`config.mk`:
```
export PLATFORM = sky130hd
export DESIGN_NAME = crop_stream_tx
export DESIGN_NICKNAME = d
export VERILOG_FILES = /design/src/rtl/crop_pkg.sv /design/src/rtl/crop_win_counter.sv /design/src/rtl/crop_stream_tx.sv
export SDC_FILE = /design/constraint.sdc
export NUM_CORES = 1
export LEC_CHECK = 0
export ABC_AREA = 0
export CORE_MARGIN = 5
export CORE_UTILIZATION = 52
export CTS_BUF_LIST = sky130_fd_sc_hd__clkbuf_4
export DETAILED_ROUTE_END_ITERATION = 10
export PLACE_DENSITY = 0.89
export SLEW_MARGIN = 15
export SYNTH_ARGS = -nofsm -noshare
export SYNTH_HDL_FRONTEND = slang
export SYNTH_HIERARCHICAL = 1
export SYNTH_SLANG_ARGS = --single-unit
```
`constraint.sdc`:
```
create_clock -name ap_clk -period 3.1 [get_ports ap_clk]
set_input_delay 0.31 -clock ap_clk [delete_from_list [all_inputs] [get_ports ap_clk]]
set_output_delay 0.31 -clock ap_clk [all_outputs]
set_load 0.01 [all_outputs]
```
`src/rtl/crop_pkg.sv`:
```
// Shared types and default geometry for the crop stream transmitter.
package crop_pkg;

  localparam int unsigned FP_TOTAL_DEF = 16;
  localparam int unsigned IN_ROWS_DEF  = 100;
  localparam int unsigned IN_COLS_DEF  = 160;
  localparam int unsigned OUT_ROWS_DEF = 48;
  localparam int unsigned OUT_COLS_DEF = 48;
  localparam int unsigned Y_1_DEF      = 10;
  localparam int unsigned X_1_DEF      = 10;

  typedef logic [FP_TOTAL_DEF-1:0] pix_t;

  typedef enum logic [1:0] {IDLE, STREAM, DRAIN, DONE} crop_state_t;

endpackage

```
`src/rtl/crop_win_counter.sv`:
```
// Raster row/column counters with crop-window and end-of-frame flags.
// Optional CROP_TLAST_EN adds the last-window-pixel flag.
module crop_win_counter
  import crop_pkg::*;
#(
  parameter int unsigned IN_ROWS  = IN_ROWS_DEF,
  parameter int unsigned IN_COLS  = IN_COLS_DEF,
  parameter int unsigned OUT_ROWS = OUT_ROWS_DEF,
  parameter int unsigned OUT_COLS = OUT_COLS_DEF,
  parameter int unsigned Y_1      = Y_1_DEF,
  parameter int unsigned X_1      = X_1_DEF
) (
  input  logic clk,
  input  logic rst,
  input  logic clr,
  input  logic adv,
  output logic inwin,
  output logic last_pix
`ifdef CROP_TLAST_EN
  , output logic last_win
`endif
);

  localparam int unsigned RW = $clog2(IN_ROWS);
  localparam int unsigned CW = $clog2(IN_COLS);

  logic [RW-1:0] r_q, r_d;
  logic [CW-1:0] c_q, c_d;
  logic          c_end, r_end;

  always_comb begin
    c_end = (32'(c_q) == IN_COLS - 1);
    r_end = (32'(r_q) == IN_ROWS - 1);
    r_d   = r_q;
    c_d   = c_q;
    if (clr) begin
      r_d = '0;
      c_d = '0;
    end else if (adv) begin
      if (c_end) begin
        c_d = '0;
        r_d = r_end ? '0 : r_q + RW'(1);
      end else begin
        c_d = c_q + CW'(1);
      end
    end
  end

  always_ff @(posedge clk or posedge rst) begin
    if (rst) begin
      r_q <= '0;
      c_q <= '0;
    end else begin
      r_q <= r_d;
      c_q <= c_d;
    end
  end

  // Compare in 32 bits: the window end can equal IN_ROWS/IN_COLS, which may not fit the counters
  assign inwin = (32'(r_q) >= Y_1) && (32'(r_q) < Y_1 + OUT_ROWS) &&
                 (32'(c_q) >= X_1) && (32'(c_q) < X_1 + OUT_COLS);
  assign last_pix = r_end && c_end;
`ifdef CROP_TLAST_EN
  assign last_win = (32'(r_q) == Y_1 + OUT_ROWS - 1) && (32'(c_q) == X_1 + OUT_COLS - 1);
`endif

endmodule

```
`src/rtl/crop_stream_tx.sv`:
```
// AXI-stream crop transmitter: forwards a fixed window of a raster frame.
// Define CROP_TLAST_EN to add out_TLAST on the final window beat.
module crop_stream_tx
  import crop_pkg::*;
#(
  parameter int unsigned FP_TOTAL = FP_TOTAL_DEF,
  parameter int unsigned IN_ROWS  = IN_ROWS_DEF,
  parameter int unsigned IN_COLS  = IN_COLS_DEF,
  parameter int unsigned OUT_ROWS = OUT_ROWS_DEF,
  parameter int unsigned OUT_COLS = OUT_COLS_DEF,
  parameter int unsigned Y_1      = Y_1_DEF,
  parameter int unsigned X_1      = X_1_DEF
) (
  input  logic                ap_clk,
  input  logic                ap_rst,
  input  logic                ap_start,
  output logic                ap_done,
  output logic                ap_idle,
  input  logic [FP_TOTAL-1:0] in_TDATA,
  input  logic                in_TVALID,
  output logic                in_TREADY,
  output logic [FP_TOTAL-1:0] out_TDATA,
  output logic                out_TVALID,
  input  logic                out_TREADY
`ifdef CROP_TLAST_EN
  , output logic              out_TLAST
`endif
);

  if ((Y_1 + OUT_ROWS > IN_ROWS) || (X_1 + OUT_COLS > IN_COLS)) begin : g_geom_err
    $error("crop_stream_tx: crop window exceeds input frame");
  end

  crop_state_t         state_q, state_d;
  logic [FP_TOTAL-1:0] data_q, data_d;
  logic                valid_q, valid_d;
  logic                done_q, done_d;
  logic                idle_q, idle_d;
  logic                inwin, last_pix, clr, in_hs, out_hs, load;
`ifdef CROP_TLAST_EN
  logic                last_win, tlast_q, tlast_d;
`endif

  crop_win_counter #(
    .IN_ROWS (IN_ROWS),
    .IN_COLS (IN_COLS),
    .OUT_ROWS(OUT_ROWS),
    .OUT_COLS(OUT_COLS),
    .Y_1     (Y_1),
    .X_1     (X_1)
  ) u_cnt (
    .clk     (ap_clk),
    .rst     (ap_rst),
    .clr     (clr),
    .adv     (in_hs),
    .inwin   (inwin),
    .last_pix(last_pix)
`ifdef CROP_TLAST_EN
    , .last_win(last_win)
`endif
  );

  always_comb begin
    // Out-of-window pixels are dropped, so only window pixels see backpressure
    in_TREADY = (state_q == STREAM) && (!inwin || !valid_q || out_TREADY);
    in_hs     = in_TVALID && in_TREADY;
    out_hs    = valid_q && out_TREADY;
    load      = in_hs && inwin;
    clr       = (state_q == IDLE) && ap_start;

    valid_d = load || (valid_q && !out_TREADY);
    data_d  = load ? in_TDATA : data_q;
`ifdef CROP_TLAST_EN
    tlast_d = load ? last_win : tlast_q;
`endif

    state_d = state_q;
    unique case (state_q)
      IDLE:   if (ap_start) state_d = STREAM;
      STREAM: if (in_hs && last_pix) state_d = DRAIN;
      DRAIN:  if (!valid_q || out_hs) state_d = DONE;
      DONE:   state_d = IDLE;
      default: state_d = IDLE;
    endcase

    done_d = (state_d == DONE);
    idle_d = (state_d == IDLE);
  end

  always_ff @(posedge ap_clk or posedge ap_rst) begin
    if (ap_rst) begin
      state_q <= IDLE;
      data_q  <= '0;
      valid_q <= 1'b0;
      done_q  <= 1'b0;
      idle_q  <= 1'b1;
`ifdef CROP_TLAST_EN
      tlast_q <= 1'b0;
`endif
    end else begin
      state_q <= state_d;
      data_q  <= data_d;
      valid_q <= valid_d;
      done_q  <= done_d;
      idle_q  <= idle_d;
`ifdef CROP_TLAST_EN
      tlast_q <= tlast_d;
`endif
    end
  end

  assign out_TDATA  = data_q;
  assign out_TVALID = valid_q;
  assign ap_done    = done_q;
  assign ap_idle    = idle_q;
`ifdef CROP_TLAST_EN
  assign out_TLAST  = tlast_q;
`endif

endmodule

```
After elaboration in Yosys (flattened, before gate mapping)

Index checks and enable logic that the tools add are counted.

Input port bits: 21
Flip-flop bits (word level): 36
Word-level logic and storage cells: 53
Output and inout bits: 20

Add/subtract/negate cells: 2
Reductions and logical operators: 23
Equal/unequal tests: 6
Multiplexer cells: 11
$lt $le $gt $ge: 4

Operator list:

| operator                                                    | count |
|---|---|
| two-way mux 7 bit                                           | 4 |
| two-way mux 8 bit                                           | 3 |
| logical AND 1 bit                                           | 11 |
| adder 8 x 1 -> 8 bit (second input constant)                | 1 |
| == test 8 bit (second input constant)                       | 1 |
| >= comparator 8 x 4 -> 1 bit (second input constant)        | 1 |
| less-than comparator 8 x 6 -> 1 bit (second input constant) | 1 |
| case mux 2 bit (4 select lines)                             | 1 |
| adder 7 x 1 -> 7 bit (second input constant)                | 1 |
| == test 7 bit (second input constant)                       | 1 |
| >= comparator 7 x 4 -> 1 bit (second input constant)        | 1 |
| less-than comparator 7 x 6 -> 1 bit (second input constant) | 1 |
| == test 2 bit (second input constant)                       | 3 |
| two-way mux 2 bit                                           | 3 |
| zero test 2 bit                                             | 2 |
| logical OR 1 bit                                            | 4 |
| nonzero test 2 bit                                          | 2 |
| zero test 1 bit                                             | 3 |
| == test 2 x 1 -> 1 bit (second input constant)              | 1 |
| AND reduction 2 bit                                         | 1 |

Logic depth before layout (Yosys ltp)

Gate-level depths: netlist of run 1.

Word-level depth: 13
Depth in mapped cells: 11
Mapped depth without buffers: 9

Cells and area by module

Netlist of run 1, hierarchy kept.

By module, submodules not included:

| module           | times used | area each (sq um) | cells an instance |
|---|---|---|---|
| crop_win_counter | 1          | 1021.0            | 114 |
| crop_stream_tx   | 1          | 875.8             | 55 |

Least setup slack after synthesis of run 1

OpenSTA, ideal clock, no wires.

Path type: register to register
Start point: register u_cnt.c_q[0]
End point: register u_cnt.r_q[5]
Arrival time: 2.236 ns
Buffers on the path: 1
Path slack: 0.749 ns
Cell stages (with the launch flop): 11
Path through: dfrtp_1 > inv_1 > ha_1 > o31ai_1 > a22oi_1 > o2111a_1 > a21oi_1 > buf_4 > nand4_1 > or4_1 > o311ai_0

Cells in the longest elaborated chain, start to end: 10
Elaborated cells on any way between the ends: 13
Classes of those cells: order compare: 2; eq/ne: 1; reduce/logical: 10

Ends and longest elaborated chain:

| item                               | RTL line               | source |
|---|---|---|
| from (decl)                        | crop_win_counter.sv:28 | `logic [CW-1:0] c_q, c_d;` |
| from (signal assigned)             | crop_win_counter.sv:52 | `c_q <= '0;` |
| from (signal assigned)             | crop_win_counter.sv:55 | `c_q <= c_d;` |
| >= comparator 8 x 4 -> 1 bit       | crop_win_counter.sv:61 | `(32'(c_q) >= X_1) && (32'(c_q) < X_1 + OUT_COLS);` |
| logical AND 1 bit                  | crop_win_counter.sv:60 | `assign inwin = (32'(r_q) >= Y_1) && (32'(r_q) < Y_1 + OUT_ROWS) &&` |
| logical AND 1 bit (*)              | crop_win_counter.sv:61 |  |
| via inwin                          | crop_stream_tx.sv:39   | `logic inwin, last_pix, clr, in_hs, out_hs, load;` |
| zero test 1 bit (*)                | crop_stream_tx.sv:65   | `in_TREADY = (state_q == STREAM) && (!inwin \|\| !valid_q \|\| out_TREADY);` |
| logical OR 1 bit (*) (2 in series) | crop_stream_tx.sv:65   |  |
| logical AND 1 bit (*)              | crop_stream_tx.sv:65   |  |
| logical AND 1 bit (*)              | crop_stream_tx.sv:66   | `in_hs = in_TVALID && in_TREADY;` |
| via in_hs                          | crop_stream_tx.sv:39   |  |
| nonzero test 2 bit (no line) (*)   | --                     |  |
| AND reduction 2 bit (no line) (*)  | --                     |  |
| to (signal assigned)               | crop_win_counter.sv:54 | `r_q <= r_d;` |
| to (decl)                          | crop_win_counter.sv:27 | `logic [RW-1:0] r_q, r_d;` |

The timed path passes the listed nets; every way through them passes the cells marked *.
A chain may end at the register's enable or synchronous reset.

Worst setup path in the final report of run 1

Ends and elaborated chain as after synthesis.

==> metrics.txt, run 1 <==
standard cell core area 3606 um2; switching power around 640 uW; Post-DRT Antenna Nets 0; clock tree skew after final layout approximately 0.0047 ns; power density cells a little under 800 nW/um2; clock-pin slew on the worst setup and hold paths 0.12 ns; number of antenna diodes 0; number of DRC violations after detailed-routing iteration 0 69; total number of yosys warnings 6; max_cap viols 0; final std cells w/o fill ~260; Initial Utilization a little over half; net total in the final layout 234; ratio of routed vias to standard cells around 5.7; Syn-to-layout area delta 25.73%; aggregate global routing overflow 0; most used flip-flop cell after synthesis sky130_fd_sc_hd__dfrtp_1; I/O pins about 40; achievable frequency 364.7 MHz; Cell Area, Synth between 1500 and 2000 um2; pin count of the biggest net entering global routing 24; fraction of power consumed by sequential logic about 41%; number of synthesized flops with an enable pin 0; root cell of the clock tree sky130_fd_sc_hd__clkbuf_4; post-layout worst setup margin ~0.36 ns; buffers plus inverters on the worst setup path 1; first-pass GRT wire length 6.762 mm; Die Wd between 70 and 80 um; slack of the worst reg-to-reg path between 0.3 and 0.4 ns; family with the most delay on the worst path simple AND/OR/NAND/NOR gates; syn_nets 194; library cell contributing the largest single delay on the critical path sky130_fd_sc_hd__or4_1; Clock Sinks 36; final worst path period need ~2.7 ns; part of the total power dissipated in combinational logic approximately 45%; destination of the worst register-to-register timing path u_cnt/r_q[5]; RSZ-0062 raised after global routing no; Max clock buf depth 2; I/O Buffers 40; via count of the first global-routing pass around 1400; number of remaining DRC errors 0; worst-path maximum fanout 14; Post-Place Setup Slack 0.3961 ns; run status completed; final hold vios 0; Setup Viol. Count Final 0; critical path launch point type flop; post-detailed-routing wire length between 3 and 4 mm; iteration count of the initial detailed-routing pass 4; sequential fraction of the synthesis area a little under half; hold crit path type in -> async; fraction of layout cells with a size suffix above 1 16.67%; distinct cell type count of the synthesized netlist 46; highest cell delay on the worst timing path about 0.63 ns; clock latency on the worst-skew pair about 0.35 ns; FFs w/ async S/R, synth 100.0%; Inserted Clock Buffers 5; final number of max-transition violations 0; switching share of power ~34%; Total Die Area 4955 um2; maximum level of the CTS H-tree 2; height of the die 70.40 um; vias post-DR 1462; CP Data Required Time ~3.3 ns; sequence of cells on the critical path inv_1 > ha_1 > o31ai_1 > a22oi_1 > o2111a_1 > a21oi_1 > nand4_1 > or4_1 > o311ai_0; launch instance of the worst register-to-register path u_cnt/c_q[0]; clock tree from TritonCTS yes; relative max-transition margin around half; Leak a little over 0.001 uW; Final Cycle Share 88.46%; initial antenna violation count 0; # Post-CTS Setup Buffers 0; sort of element at the end of the critical path flop; worst IR drop on VDD ~570 uV; cells after synthesis roughly 170; Cells after DPL 250; internal power contribution 1239 uW; Min Hold Slack between 0.3 and 0.4 ns; clock network power share between 10 and 15%; Post-CTS Hold Fix Bufs 0; path depth of the worst reg2reg path 9; row cnt 22; average wire length per cell after detail routing approximately 15 um; Worst Path Arrival approximately 3.0 ns; fin util approximately 66%; placed wire-length estimate 2.844 mm; Setup CP Type reg -> reg; final total negative setup slack 0 ns; syn avg cell area 11.22 um2; GP Congestion 0.7897; Seq cells post-synth 36; transition time at the pin with the least slew margin around 0.76 ns; CTS-repair resized insts 0; GR Util All Layers between 15 and 20%
-- state kept, by name (all words and copies together), names as in the netlist --
| name | count |
|---|---|
| ap_idle | 1 |
| state_q | 2 |
| u_cnt/r_q | 7 |
| ap_done | 1 |
| u_cnt/c_q | 8 |
| out_TVALID | 1 |
| out_TDATA | 16 |
-- cell families after synthesis --
| kind of cell | synth area share, % |
|---|---|
| AOI/OAI and AO/OA | 9.829 |
| xor gates and xnor gates | 1.847 |
| adders and majority gates | 2.639 |
| buffers and inverters | 4.419 |
| DFF | 47.56 |
| muxes | 13.52 |
| and+or+nand+nor | 20.18 |
-- cells in the mapped netlist, drive strengths merged, types with 2 or more instances --
master | number | area [um2]
o2111ai | 2 | 17.52
and3 | 2 | 12.51
nand4bb | 2 | 38.79
nor3 | 6 | 30.03
nand3b | 2 | 15.01
o21ai | 7 | 35.03
or3 | 4 | 25.02
ha | 4 | 50.05
a211oi | 2 | 15.01
dfrtp | 35 | 875.8
xor2 | 3 | 26.28
nand2b | 2 | 12.51
or2 | 2 | 12.51
or4 | 3 | 22.52
nor2 | 11 | 41.29
a21oi | 4 | 20.02
clkbuf | 4 | 15.01
nand2 | 3 | 11.26
o41ai | 2 | 17.52
nand4 | 3 | 33.78
mux2 | 18 | 236.5
o31ai | 3 | 22.52
buf | 5 | 38.78
nor2b | 6 | 37.54
inv | 8 | 30.03
mux2i | 2 | 20.02
nand3 | 10 | 50.05
-- per-layer routing --
| metal | share of wire [%] | vias to the layer above | wire length, um | global-route usage [%] |
|---|---|---|---|---|
| met5 | 0 | - | 0 | 0 |
| met4 | 1.3 | 0 | 49 | 5.957 |
| met3 | 11 | 5 | 419 | 9.209 |
| met2 | 47 | 57 | 1809 | 25.99 |
| met1 | 41 | 705 | 1601 | 21.06 |
| li1 | - | 695 | - | - |
-- power by group through the flow --
stage | logic, uW | clock network, uW | registers [uW]
2_1_floorplan | 483 | 0 | 797
5_1_grt | 903 | 297 | 804
4_1_cts | 851 | 272 | 775
6_report | 835 | 266 | 775
3_3_place_gp | 822 | 0 | 773
3_5_place_dp | 845 | 0 | 782
-- area by class of cell --
| type | instances | area (um2) |
|---|---|---|
| Timing Repair Buffer | 42 | 415.4 |
| Multi-Input combinational cell | 116 | 915.9 |
| Fill cell | 252 | 1221 |
| Tap cell | 48 | 60.06 |
| Sequential cell | 36 | 902.1 |
| Clock inverter | 2 | 16.27 |
| Clock buffer | 6 | 45.04 |
| Inverter | 8 | 30.03 |
-- stage by stage --
| stage | power [uW] | area (um2) |
|---|---|---|
| after floorplan | 1280 | 1897 |
| after global placement | 1595 | 2323 |
| after detailed placement | 1628 | 2323 |
| after global routing | 2003 | 2385 |
| final | 1875 | 2385 |
| after CTS | 1899 | 2385 |
-- layout by cell type, fill, tap and decap left out, types with 3 or more instances in the layout --
master / count
sky130_fd_sc_hd__clkdlybuf4s50_1: 40
sky130_fd_sc_hd__inv_1: 8
sky130_fd_sc_hd__mux2_2: 9
sky130_fd_sc_hd__clkbuf_4: 6
sky130_fd_sc_hd__o21ai_0: 7
sky130_fd_sc_hd__nor2_1: 11
sky130_fd_sc_hd__xor2_1: 3
sky130_fd_sc_hd__o31ai_1: 3
sky130_fd_sc_hd__or4_1: 3
sky130_fd_sc_hd__nor2b_1: 6
sky130_fd_sc_hd__nand2_1: 3
sky130_fd_sc_hd__dfrtp_1: 35
sky130_fd_sc_hd__nor3_1: 6
sky130_fd_sc_hd__or3_1: 4
sky130_fd_sc_hd__nand3_1: 10
sky130_fd_sc_hd__mux2_4: 9
sky130_fd_sc_hd__a21oi_1: 4
sky130_fd_sc_hd__ha_1: 4
-- worst reg2reg max path: stages, from the launching register on --
cell and delay [ns]:
sky130_fd_sc_hd__dfrtp_1 0.44, sky130_fd_sc_hd__inv_1 0.07, sky130_fd_sc_hd__ha_1 0.20, sky130_fd_sc_hd__o31ai_1 0.23
sky130_fd_sc_hd__a22oi_1 0.12, sky130_fd_sc_hd__o2111a_1 0.21, sky130_fd_sc_hd__a21oi_1 0.19, sky130_fd_sc_hd__nand4_1 0.45
sky130_fd_sc_hd__or4_1 0.64, sky130_fd_sc_hd__o311ai_0 0.11
-- worst max-delay path by stage --
stage / startpoint / to / slack [ns] / depth (start not counted)
after floorplan: u_cnt/c_q[0] / u_cnt/r_q[5] / 0.75 / 10
after global placement: u_cnt/c_q[0] / u_cnt/r_q[5] / 0.54 / 9
after detailed placement: u_cnt/c_q[0] / u_cnt/r_q[5] / 0.40 / 9
after CTS: u_cnt/c_q[0] / u_cnt/r_q[5] / 0.36 / 9
after global routing: u_cnt/c_q[0] / u_cnt/r_q[5] / 0.1 / 9
final: u_cnt/c_q[0] / u_cnt/r_q[5] / 0.36 / 9
Note: power is estimated with default switching activity, not from simulation.
==> inputs of run 2 (changes only) <==
- CAP_MARGIN: default -> 25
==> results of run 2 <==
Same layout as run 1: the final DEF is identical, and so are final timing and power.
==> inputs of run 3 (changes only) <==
- CORE_MARGIN: 5 -> 8
==> run 3 against run 2 <==
Effect of this change: critical path depth unchanged; first-iteration DRC count up 19%; register-to-register slack about the same; sequential cell count unchanged; cell count did not move; sequential share of layout area grew 0.060 points; critical path type unchanged; critical endpoint unchanged; largest power group unchanged; highest routed layer unchanged.
==> metrics.txt, run 3 (synthesis gave the netlist of run 1 again) <==
number of remaining DRC errors 0 (unchanged); Post-Place Setup Slack 0.3826 ns (-0.01351 ns); Leak 0.001007 uW (about the same); placed wire-length estimate 2.924 mm (+2.8%); Max clock buf depth 2 (unchanged); Die Wd 76.40 um (+8.5%); most frequent cells in the layout sky130_fd_sc_hd__clkdlybuf4s50_1 (40), sky130_fd_sc_hd__dfrtp_1 (35), sky130_fd_sc_hd__nor2_1 (11); most common library cell in the layout ignoring fill and taps sky130_fd_sc_hd__clkdlybuf4s50_1; # Post-CTS Setup Buffers 0 (unchanged); maximum level of the CTS H-tree 2 (unchanged); number of DRC violations after detailed-routing iteration 0 82 (+19%); launch instance of the worst register-to-register path u_cnt/c_q[0]; net total in the final layout 234 (unchanged); highest cell delay on the worst timing path 0.65 ns (+0.02 ns); flip-flop count of the largest register, all copies and words added 16 (unchanged); iteration count of the initial detailed-routing pass 4 (unchanged); relative max-transition margin 50.39% (+1.2 points); I/O Buffers 40 (unchanged); standard cell core area 3578 um2 (-0.76%); Post-DRT Antenna Nets 0 (unchanged); root cell of the clock tree sky130_fd_sc_hd__clkbuf_4; clock tree skew after final layout 0.005654 ns (+0.0009879 ns); Setup CP Type reg -> reg; average wire length per cell after detail routing 15.12 um (+0.54%); GR Util All Layers 14.09% (-3.2 points); path depth of the worst reg2reg path 9 (unchanged); worst-path maximum fanout 14 (unchanged); GP Congestion 0.8199 (+3.8%); worst IR drop on VDD 516.0 uV (-10%); final number of max-transition violations 0 (unchanged); clock-pin slew on the worst setup and hold paths 0.11 ns (about the same); sort of element at the end of the critical path flop; max_cap viols 0 (unchanged); post-detailed-routing wire length 3.901 mm (+0.54%); Clock Sinks 36 (unchanged); Setup Viol. Count Final 0 (unchanged); first-pass GRT wire length 6.734 mm (-0.41%); ratio of routed vias to standard cells 5.543 (-2.2%); library cell contributing the largest single delay on the critical path sky130_fd_sc_hd__or4_1; aggregate global routing overflow 0 (unchanged); Initial Utilization 53.01% (+0.40 points); clock latency on the worst-skew pair 0.33 ns (-0.02 ns); Total Die Area 5836 um2 (+18%); I/O pins 41 (unchanged); Syn-to-layout area delta 25.53%; vias post-DR 1430 (-2.2%); run status completed; final hold vios 0 (unchanged); number of antenna diodes 0 (unchanged); transition time at the pin with the least slew margin 0.7434 ns (-0.01848 ns); CP Data Required Time 3.32 ns (-0.02 ns); Filler Cells Inserted 273 (+8.3%); RSZ-0062 raised after global routing no; sequence of cells on the critical path inv_1 > ha_1 > o31ai_1 > a22oi_1 > o2111a_1 > a21oi_1 > nand4_1 > or4_1 > o311ai_0; clock tree from TritonCTS yes; CTS-repair resized insts 0 (unchanged); hold crit path type in -> async; post-layout worst setup margin 0.3624 ns (+0.004485 ns); initial antenna violation count 0 (unchanged); Post-CTS Hold Fix Bufs 0 (unchanged); slack of the worst reg-to-reg path 0.36 ns (about the same); row cnt 22 (unchanged); final total negative setup slack 0 ns (unchanged); critical path launch point type flop; achievable frequency 365.3 MHz (+0.16%); Inserted Clock Buffers 5 (unchanged); fraction of layout cells with a size suffix above 1 16.67% (unchanged); destination of the worst register-to-register timing path u_cnt/r_q[5]; height of the die 76.40 um (+8.5%); Worst Path Arrival 2.96 ns (-0.02 ns); Final Cycle Share 88.31% (-0.14 points); pin count of the biggest net entering global routing 24 (unchanged); final worst path period need 2.738 ns (-0.004485 ns); via count of the first global-routing pass 1458 (+1.5%); power density cells 782.5 nW/um2 (-0.49%)
[run 3: cell counts in the layout (fill, tap and decap cells not counted)]
Identical to the previous run, type by type.
[run 3: report_power, final]
| group | switching [uW] | internal, uW |
|---|---|---|
| Combinational | 328 | 509 |
| Sequential | 144 | 630 |
| Clock | 157 | 96.3 |
| Total | 628 | 1240 |
[run 3: metrics by stage]
| step | area [um2] | std cells | util [%] | hold WS, ns | total power [uW] |
|---|---|---|---|---|---|
| finish | 2381 | 258 | 66.54 | 0.3517 | 1863 |
| global route | 2381 | 258 | 66.54 | 0.3805 | 1990 |
| CTS | 2381 | 258 | 66.54 | 0.3551 | 1889 |
| detailed placement | 2323 | 250 | 64.93 | 0.4933 | 1623 |
| global placement | 2323 | 250 | 64.93 | 0.4865 | 1600 |
| floorplan | 1897 | 169 | - | 0.2115 | 1280 |
[run 3: worst max-delay path: cells and delay by family, from the launching register on]
kind	cells	cell delay, ns
flip-flops	1	0.45
buffers and inverters	1	0.07
AO/OA/AOI/OAI	5	0.83
AND/OR/NAND/NOR	2	1.08
adder cells (fa/ha/maj)	1	0.19
[run 3: worst max path at each step]
stage,start,endpoint
CTS,u_cnt/c_q[0],u_cnt/r_q[5]
detailed placement,u_cnt/c_q[0],u_cnt/r_q[5]
finish,u_cnt/c_q[0],u_cnt/r_q[5]
floorplan,u_cnt/c_q[0],u_cnt/r_q[5]
global route,u_cnt/c_q[0],u_cnt/r_q[5]
global placement,u_cnt/c_q[0],u_cnt/r_q[5]
[run 3: cell type report]
type                       instances  area, um2  share of cell area (%)
multi-input combinational        116      915.9                   38.47
clock inverter                     2      12.51                  0.5255
clock buffer                       6      45.04                   1.892
tap                               48      60.06                   2.522
inverter                           8      30.03                   1.261
sequential                        36      902.1                   37.89
timing repair buffer              42      415.4                   17.45
[run 3: per-layer routing]
layer	global-route usage, %	vias up	share of wire [%]
met3	8.491	4	12
met2	21.59	49	45
li1	-	700	-
met5	0	-	0
met1	15.51	677	43
met4	5.577	0	1.0
